### src/rtl/multicycle_control_fsm.sv
// Control unit for the multi-cycle RV32I core: Moore sequencer, ALU/immediate decoders,
// plus a retired-instruction counter and a sticky illegal-opcode flag for debug.
module multicycle_control_fsm #(
  parameter int CNT_W = 32
) (
  input  logic             clk,
  input  logic             reset,
  input  logic [6:0]       op,
  input  logic [2:0]       funct3,
  input  logic             funct7b5,
  input  logic             Zero,
  output logic             PCWrite,
  output logic             AdrSrc,
  output logic             MemWrite,
  output logic             IRWrite,
  output logic [1:0]       ResultSrc,
  output logic [2:0]       ALUControl,
  output logic [1:0]       ALUSrcB,
  output logic [1:0]       ALUSrcA,
  output logic [1:0]       ImmSrc,
  output logic             RegWrite,
  output logic [3:0]       state,
  output logic             illegal,
  output logic [CNT_W-1:0] retired
);

  typedef enum logic [3:0] {
    S_FETCH    = 4'd0,
    S_DECODE   = 4'd1,
    S_MEMADR   = 4'd2,
    S_MEMREAD  = 4'd3,
    S_MEMWB    = 4'd4,
    S_MEMWRITE = 4'd5,
    S_EXECUTER = 4'd6,
    S_EXECUTEI = 4'd7,
    S_ALUWB    = 4'd8,
    S_BEQ      = 4'd9,
    S_JAL      = 4'd10
  } state_t;

  localparam logic [6:0] OP_LW  = 7'b0000011;
  localparam logic [6:0] OP_SW  = 7'b0100011;
  localparam logic [6:0] OP_R   = 7'b0110011;
  localparam logic [6:0] OP_I   = 7'b0010011;
  localparam logic [6:0] OP_BEQ = 7'b1100011;
  localparam logic [6:0] OP_JAL = 7'b1101111;

  state_t     cur, nxt;
  logic [1:0] alu_op;
  logic       pc_write, mem_write, ir_write, reg_write;
  logic       bad_op, done;

  assign state = cur;

  always_ff @(posedge clk or posedge reset) begin
    if (reset) cur <= S_FETCH;
    else       cur <= nxt;
  end

  always_comb begin
    nxt    = S_FETCH;
    bad_op = 1'b0;
    case (cur)
      S_FETCH:  nxt = S_DECODE;
      S_DECODE: begin
        case (op)
          OP_LW, OP_SW: nxt = S_MEMADR;
          OP_R:         nxt = S_EXECUTER;
          OP_I:         nxt = S_EXECUTEI;
          OP_BEQ:       nxt = S_BEQ;
          OP_JAL:       nxt = S_JAL;
          default: begin
            nxt    = S_FETCH;
            bad_op = 1'b1;
          end
        endcase
      end
      S_MEMADR:   nxt = (op == OP_SW) ? S_MEMWRITE : S_MEMREAD;
      S_MEMREAD:  nxt = S_MEMWB;
      S_EXECUTER: nxt = S_ALUWB;
      S_EXECUTEI: nxt = S_ALUWB;
      S_JAL:      nxt = S_ALUWB;
      default:    nxt = S_FETCH;
    endcase
  end

  always_comb begin
    pc_write  = 1'b0;
    AdrSrc    = 1'b0;
    mem_write = 1'b0;
    ir_write  = 1'b0;
    ResultSrc = 2'b00;
    ALUSrcA   = 2'b00;
    ALUSrcB   = 2'b00;
    alu_op    = 2'b00;
    reg_write = 1'b0;
    case (cur)
      S_FETCH: begin
        ir_write  = 1'b1;
        pc_write  = 1'b1;
        ALUSrcB   = 2'b10;
        ResultSrc = 2'b10;
      end
      S_DECODE: begin
        ALUSrcA = 2'b01;
        ALUSrcB = 2'b01;
      end
      S_MEMADR: begin
        ALUSrcA = 2'b10;
        ALUSrcB = 2'b01;
      end
      S_MEMREAD:  AdrSrc = 1'b1;
      S_MEMWB: begin
        ResultSrc = 2'b01;
        reg_write = 1'b1;
      end
      S_MEMWRITE: begin
        AdrSrc    = 1'b1;
        mem_write = 1'b1;
      end
      S_EXECUTER: begin
        ALUSrcA = 2'b10;
        alu_op  = 2'b10;
      end
      S_EXECUTEI: begin
        ALUSrcA = 2'b10;
        ALUSrcB = 2'b01;
        alu_op  = 2'b10;
      end
      S_ALUWB:    reg_write = 1'b1;
      S_BEQ: begin
        ALUSrcA  = 2'b10;
        alu_op   = 2'b01;
        pc_write = Zero;  // branch taken is the one input-dependent output
      end
      S_JAL: begin
        ALUSrcA  = 2'b01;
        ALUSrcB  = 2'b10;
        pc_write = 1'b1;
      end
      default: ;
    endcase
  end

  // Architectural enables are held off while reset is asserted.
  assign PCWrite  = pc_write  & ~reset;
  assign MemWrite = mem_write & ~reset;
  assign IRWrite  = ir_write  & ~reset;
  assign RegWrite = reg_write & ~reset;

  always_comb begin
    ALUControl = 3'b000;
    case (alu_op)
      2'b01: ALUControl = 3'b001;
      2'b10: begin
        case (funct3)
          3'b000:  ALUControl = (op[5] & funct7b5) ? 3'b001 : 3'b000;
          3'b010:  ALUControl = 3'b101;
          3'b110:  ALUControl = 3'b011;
          3'b111:  ALUControl = 3'b010;
          default: ALUControl = 3'b000;
        endcase
      end
      default: ALUControl = 3'b000;
    endcase
  end

  always_comb begin
    case (op)
      OP_SW:   ImmSrc = 2'b01;
      OP_BEQ:  ImmSrc = 2'b10;
      OP_JAL:  ImmSrc = 2'b11;
      default: ImmSrc = 2'b00;
    endcase
  end

  // Every completing state returns to FETCH, so leaving one of them retires an instruction.
  assign done = (cur == S_MEMWB) || (cur == S_MEMWRITE) || (cur == S_ALUWB) || (cur == S_BEQ);

  always_ff @(posedge clk or posedge reset) begin
    if (reset) begin
      illegal <= 1'b0;
      retired <= '0;
    end else begin
      if (bad_op) illegal <= 1'b1;
      if (done)   retired <= retired + {{(CNT_W-1){1'b0}}, 1'b1};
    end
  end

endmodule

### config.mk
export PLATFORM = sky130hd
export DESIGN_NAME = multicycle_control_fsm
export DESIGN_NICKNAME = d
export VERILOG_FILES = /design/src/rtl/multicycle_control_fsm.sv
export SDC_FILE = /design/constraint.sdc
export NUM_CORES = 1
export LEC_CHECK = 0
export CAP_MARGIN = 20
export CORE_MARGIN = 1.5
export CORE_UTILIZATION = 35
export DETAILED_ROUTE_END_ITERATION = 6
export PLACE_DENSITY = 0.66
export SYNTH_ARGS = -nofsm -noshare
export SYNTH_HDL_FRONTEND = slang
export SYNTH_SLANG_ARGS = --single-unit
export TNS_END_PERCENT = 10
### constraint.sdc
create_clock -name clk -period 1.55 [get_ports clk]
set_input_delay 0.2325 -clock clk [delete_from_list [all_inputs] [get_ports clk]]
set_output_delay 0.2325 -clock clk [all_outputs]
set_load 0.005 [all_outputs]
* Word-level counts from Yosys, hierarchy flattened
Cells that the tools add are included.
Widths: inputs -> output; s select.
** Cells by class
- $add $sub $neg :: 1
- Equality and inequality tests :: 21
- Muxes and demuxes :: 18
- Bitwise logic cells :: 6
- Reduce and logical (&&, ||, !) cells :: 15
** Operators by type and width (number)
- $pmux 4 s5 :: 2
- $add 32x1->32 const B :: 1
- $eq 4x3->1 const B :: 4
- $pmux 2 s2 :: 4
- $eq 7x6->1 const B :: 2
- $eq 7x7->1 const B :: 2
- $eq 4x4->1 const B :: 3
- $pmux 3 s4 :: 1
- $reduce_or 2->1 :: 6
- $eq 4x2->1 const B :: 2
- $eq 7x2->1 const B :: 1
- $eq 7x5->1 const B :: 1
- $mux 1 :: 7
- $eq 3x3->1 const B :: 2
- $pmux 2 s3 :: 1
- $pmux 3 s2 :: 1
- $reduce_or 3->1 :: 2
- $reduce_or 6->1 :: 1
- $and 1x1->1 :: 5
- $eq 4x1->1 const B :: 1
- $logic_not 4->1 :: 1
- $reduce_or 4->1 :: 1
- $eq 3x2->1 const B :: 1
- $logic_not 3->1 :: 1
- other kinds (6) :: 8
** Word-level totals
- Register bits after elaboration :: 37
- Output and inout bits :: 53

* Depth between registers and ports, before layout
- Depth after elaboration :: 5
- Gate-level depth with buffers :: 9

* Worst setup path after synthesis
OpenSTA, ideal clock, no wires.
- Path kind :: flip-flop to output port
- Start :: reg cur[1], in the netlist state[1]
- End :: out ALUControl[2]
- Arrival time :: 1539 ps
- Data required time :: 1317 ps
- Setup slack :: -222 ps
- Stages on the path, launching flop included :: 7
- Buffers on the path :: 1
- Path through :: dfrtp_1 > inv_1 > clkbuf_1 > nand3_1 > inv_1 > ha_1 > nor4_1
** Between the ends
- Longest elaborated chain between the ends :: 5
- Elaborated cells between the ends (all ways) :: 8
- Classes of those cells :: 5 x eq/ne; 2 x mux; 1 x reduce/logical
** RTL lines
- start: declaration :: line 48 : state_t cur, nxt;
- start signal: assignment :: line 57 : else cur <= nxt;
- $eq 4x3->1 :: line 97 : case (cur)
- $reduce_or 2->1 (no line)
- $pmux 2 s2 * :: line 97
- $eq 2x2->1 or $eq 2x1->1 (tied branches) :: line 153 : case (alu_op)
- $pmux 3 s2 * :: line 153
- end: declaration :: line 17 : output logic [2:0] ALUControl,
Every way passes the cells marked *; elsewhere a longest branch is shown, timed or not.

* Worst setup path in the final report
- Start :: reg cur[2], in the netlist state[2]
- End :: out ALUControl[0]
The elaborated chain is that of the path after synthesis.

==> metrics.md <==
| Metric | Value |
|---|---|
| Status | `finished, violations left` |
| Failing checks | `setup timing` |
| DR pass1 iterations | `4` |
| Max incr delay on CP | `0.39 ns` |
| Chip width | `80.2 µm` |
| Core Box Area | `5640 µm²` |
| Peak supply drop | `0.587 mV` |
| Fin crit share | `127%` |
| Via count | `1,992` |
| CTS buffer count | `5` |
| Seq pwr share | `38.5%` |
| Crit Path Max Fanout | `3` |
| Placed instance count | `396` |
| Worst setup margin | `-0.414 ns` |
| DP Worst Slack | `-0.471 ns` |
| Ys flop type | `dfrtp_1` |
| Crit path launch type | `register` |
| Sw Pwr | `0.000888 W` |
| WL final | `5.64 mm` |
| #FFs+latches synth | `37` |
| Placed cell areas | `3290 µm²` |
| Area Growth Syn to Fin | `74.9%` |
| Sw frac | `32.0%` |
| Clock Power Share | `24.8%` |
| Post-layout min period | `1.96 ns` |
| CTS Root Cell | `clkbuf_8` |
| EDFF count, synth | `0` |
| Initial DRC Count | `66` |
| Internal power | `0.00188 W` |
| First-pass GRT wire length | `9.02 mm` |
| Cts hold-fix bufs | `0` |
| CP Buf/Inv Count | `2` |
| Nets | `355` |
| Sequential area share after synthesis | `44.4%` |
| All-layer global routing usage | `17.9%` |
| Post-Syn Area | `2080 µm²` |
| Flop2flop setup slack | `-0.17 ns` |
| Vias in the first global route | `1,977` |
| Area contributors post-synth | `dfrtp_1 (44%), xnor2_1 (8.8%), xor2_1 (5.5%), nor3_2 (3.8%), nand2_1 (3.8%)` |
| Initial core utilization | `36.9%` |
| Longest Clk Path Bufs | `2` |
| Via-per-instance ratio | `4.85` |
| Die height | `80.2 µm` |
| Max capacitance violation total | `0` |
| Critical path class | `register to output pin` |
| Drc violations | `0` |
| Setup crit end kind | `output pin` |
| Grt ovf | `0` |
| Hold_ws | `0.446 ns` |
| H-tree depth | `2` |
| ANT nets after route | `0` |
| Worst-margin pin slew | `0.250 ns` |
| CP Cell Sequence | `buf_6 > nor2b_4 > nand3_4 > ha_4 > nand3_2 > nor3_2 > nor3_1 > nor2_1 > buf_2` |
| Comb pwr share | `36.8%` |
| Routability cong. | `0.756` |
| Largest net degree at the start of global routing | `38` |
| Initial antenna violation count | `0` |
| Synth Instances | `208` |
| Post-synthesis net count | `225` |
| Share of the synthesized area in the top cell type | `44.4%` |
| Worst Path Required | `1.32 ns` |
| Leak pwr | `1.95 nW` |
| Data arrival time of the critical path | `1.73 ns` |
| CTS Sinks | `37` |
| Avg WL per Cell | `13.7 µm` |
| Post-synth cell types | `40` |
| Achievable Freq | `509 MHz` |
| Die ar. | `6430 µm²` |
| Power density over the cells | `761 nW/µm²` |
| HPWL Detailed | `4.06 mm` |
| Synth area leader | `dfrtp_1` |
| Fillers | `441` |
| Clock Pin Slew Worst Setup and Hold Paths | `0.08 ns` |
| Cell Rows | `27` |
| Setup violators final | `30` |
| Yosys Warn Count | `0` |
| Worst slew margin | `83.2%` |
| Final hold vios | `0` |
| Slowest cell on the critical path | `dfrtp_1` |
| Port-buffer cells | `66` |
| Worst skew pair latency | `0.29 ns` |
| Post-synthesis async set-or-reset flop share | `100%` |
| Final instance area | `3640 µm²` |
| Final setup skew | `0.00981 ns` |
| RSZ-0062 raised after global routing | `yes` |
| # diodes | `0` |
| CTS tree | `built` |
| Hold WC Path Type | `input port to asynchronous set/reset pin` |
| Fin cells | `411` |
| I/O pin cnt | `67` |
| Slew Limit Fails | `0` |
| Layout cells sized above 1 | `41.3%` |
| Syn Area/Cell | `10.0 µm²` |
| Critical path's top delay family | `simple AND/OR/NAND/NOR gates` |
==> stage by stage <==
step	TNS, ns	total power (W)	util (%)
2_1_floorplan	-0.0541	0.00147	-
3_3_place_gp	-6.40	0.00205	58.3
3_5_place_dp	-7.26	0.00207	58.3
4_1_cts	-5.81	0.00275	61.7
5_1_grt	-7.95	0.00295	64.6
6_report	-4.30	0.00277	64.6
==> timing repair <==
| action | 4_1_cts | 5_1_grt |
|---|---|---|
| pin swaps | 11 | 19 |
| endpoints found under the setup margin | 47 | 55 |
| setup buffers | 3 | 4 |
| gates resized for setup | 82 | 49 |
==> layout make-up <==
class                      count  area [µm²]  area share (%)
clock buffer                   5        68.8            1.89
clock inverter                 3        21.3           0.584
inverter                       7        31.3           0.858
multi-input combinational    158        1320            36.1
sequential                    37         930            25.5
tap                           72        90.1            2.47
timing repair buffer         129        1190            32.6
==> layout by cell type (no fill, tap or decap), types with 8 or more instances in the layout <==
| master | instances |
|---|---|
| buf_4 | 48 |
| nand4_1 | 8 |
| xor2_1 | 13 |
| xnor2_1 | 20 |
| buf_6 | 12 |
| buf_2 | 12 |
| dfrtp_1 | 34 |
| nor3_2 | 10 |
| dlymetal6s2s_1 | 19 |
| nand3_1 | 9 |
| nand2_1 | 18 |
| clkdlybuf4s50_1 | 30 |
| nor2_1 | 12 |
==> power groups by stage <==
| stage | combinational (W) | sequential [W] | clock, W |
|---|---|---|---|
| 2_1_floorplan | 0.000347 | 0.00112 | 0 |
| 3_3_place_gp | 0.000970 | 0.00108 | 0 |
| 3_5_place_dp | 0.000983 | 0.00109 | 0 |
| 4_1_cts | 0.000977 | 0.00107 | 0.000702 |
| 5_1_grt | 0.00111 | 0.00107 | 0.000765 |
| 6_report | 0.00102 | 0.00107 | 0.000686 |
==> synthesized netlist by cell type (2+ instances only) <==
master,instances
xnor2_1,21
inv_1,7
clkbuf_1,3
nor4_1,5
a21oi_1,7
dfrtp_1,37
nand2_1,21
nor3_1,8
ha_1,3
xor2_1,13
and3_1,7
and4_1,2
nand4_1,8
nor3_2,8
nand3_2,2
nor2b_1,4
and2_1,2
o21ai_0,2
nand3_1,12
o31ai_1,2
nor2_1,15
==> sequential cells by signal, indices dropped and copies added (netlist names) <==
name / cells
illegal: 1
state: 4
retired: 32
==> metal layers <==
metal | vias to the layer above | global-route usage [%] | share of wire (%)
met5 | - | 0 | 0
met4 | 0 | 4.48 | 1.3
met3 | 8 | 3.75 | 2.8
met2 | 36 | 31.1 | 52
met1 | 961 | 22.5 | 44
li1 | 987 | - | -
==> cells by family (layout without fill, tap and decap cells) <==
kind of cell	Yosys count	in the layout	share of synthesized area, %
compound gates	13	13	3.66
xor+xnor	36	36	15.8
fa+ha+maj	3	3	1.80
buf+inv	13	144	2.88
flops	37	37	44.4
mux	1	1	0.540
simple gates	105	105	30.9
==> tightest hold or removal path, delay by kind of cell <==
kind                   cells  cell delay, ns
buffers and inverters      3            0.87
==> path summary, 6_finish.rpt <==
check                                        start  depth (start not counted)                       to
min in group clk                             op[5]                          4       state[0]$_DFF_PP0_
hold / removal                               reset                          3  retired[28]$_DFFE_PP0P_
setup reg to reg                state[2]$_DFF_PP0_                          7  retired[21]$_DFFE_PP0P_
max in group asynchronous                    reset                          3   retired[7]$_DFFE_PP0P_
setup / recovery                state[2]$_DFF_PP0_                          9            ALUControl[0]
hold reg to reg            retired[31]$_DFFE_PP0P_                          1  retired[31]$_DFFE_PP0P_
Power figures use the tool's default switching activity.
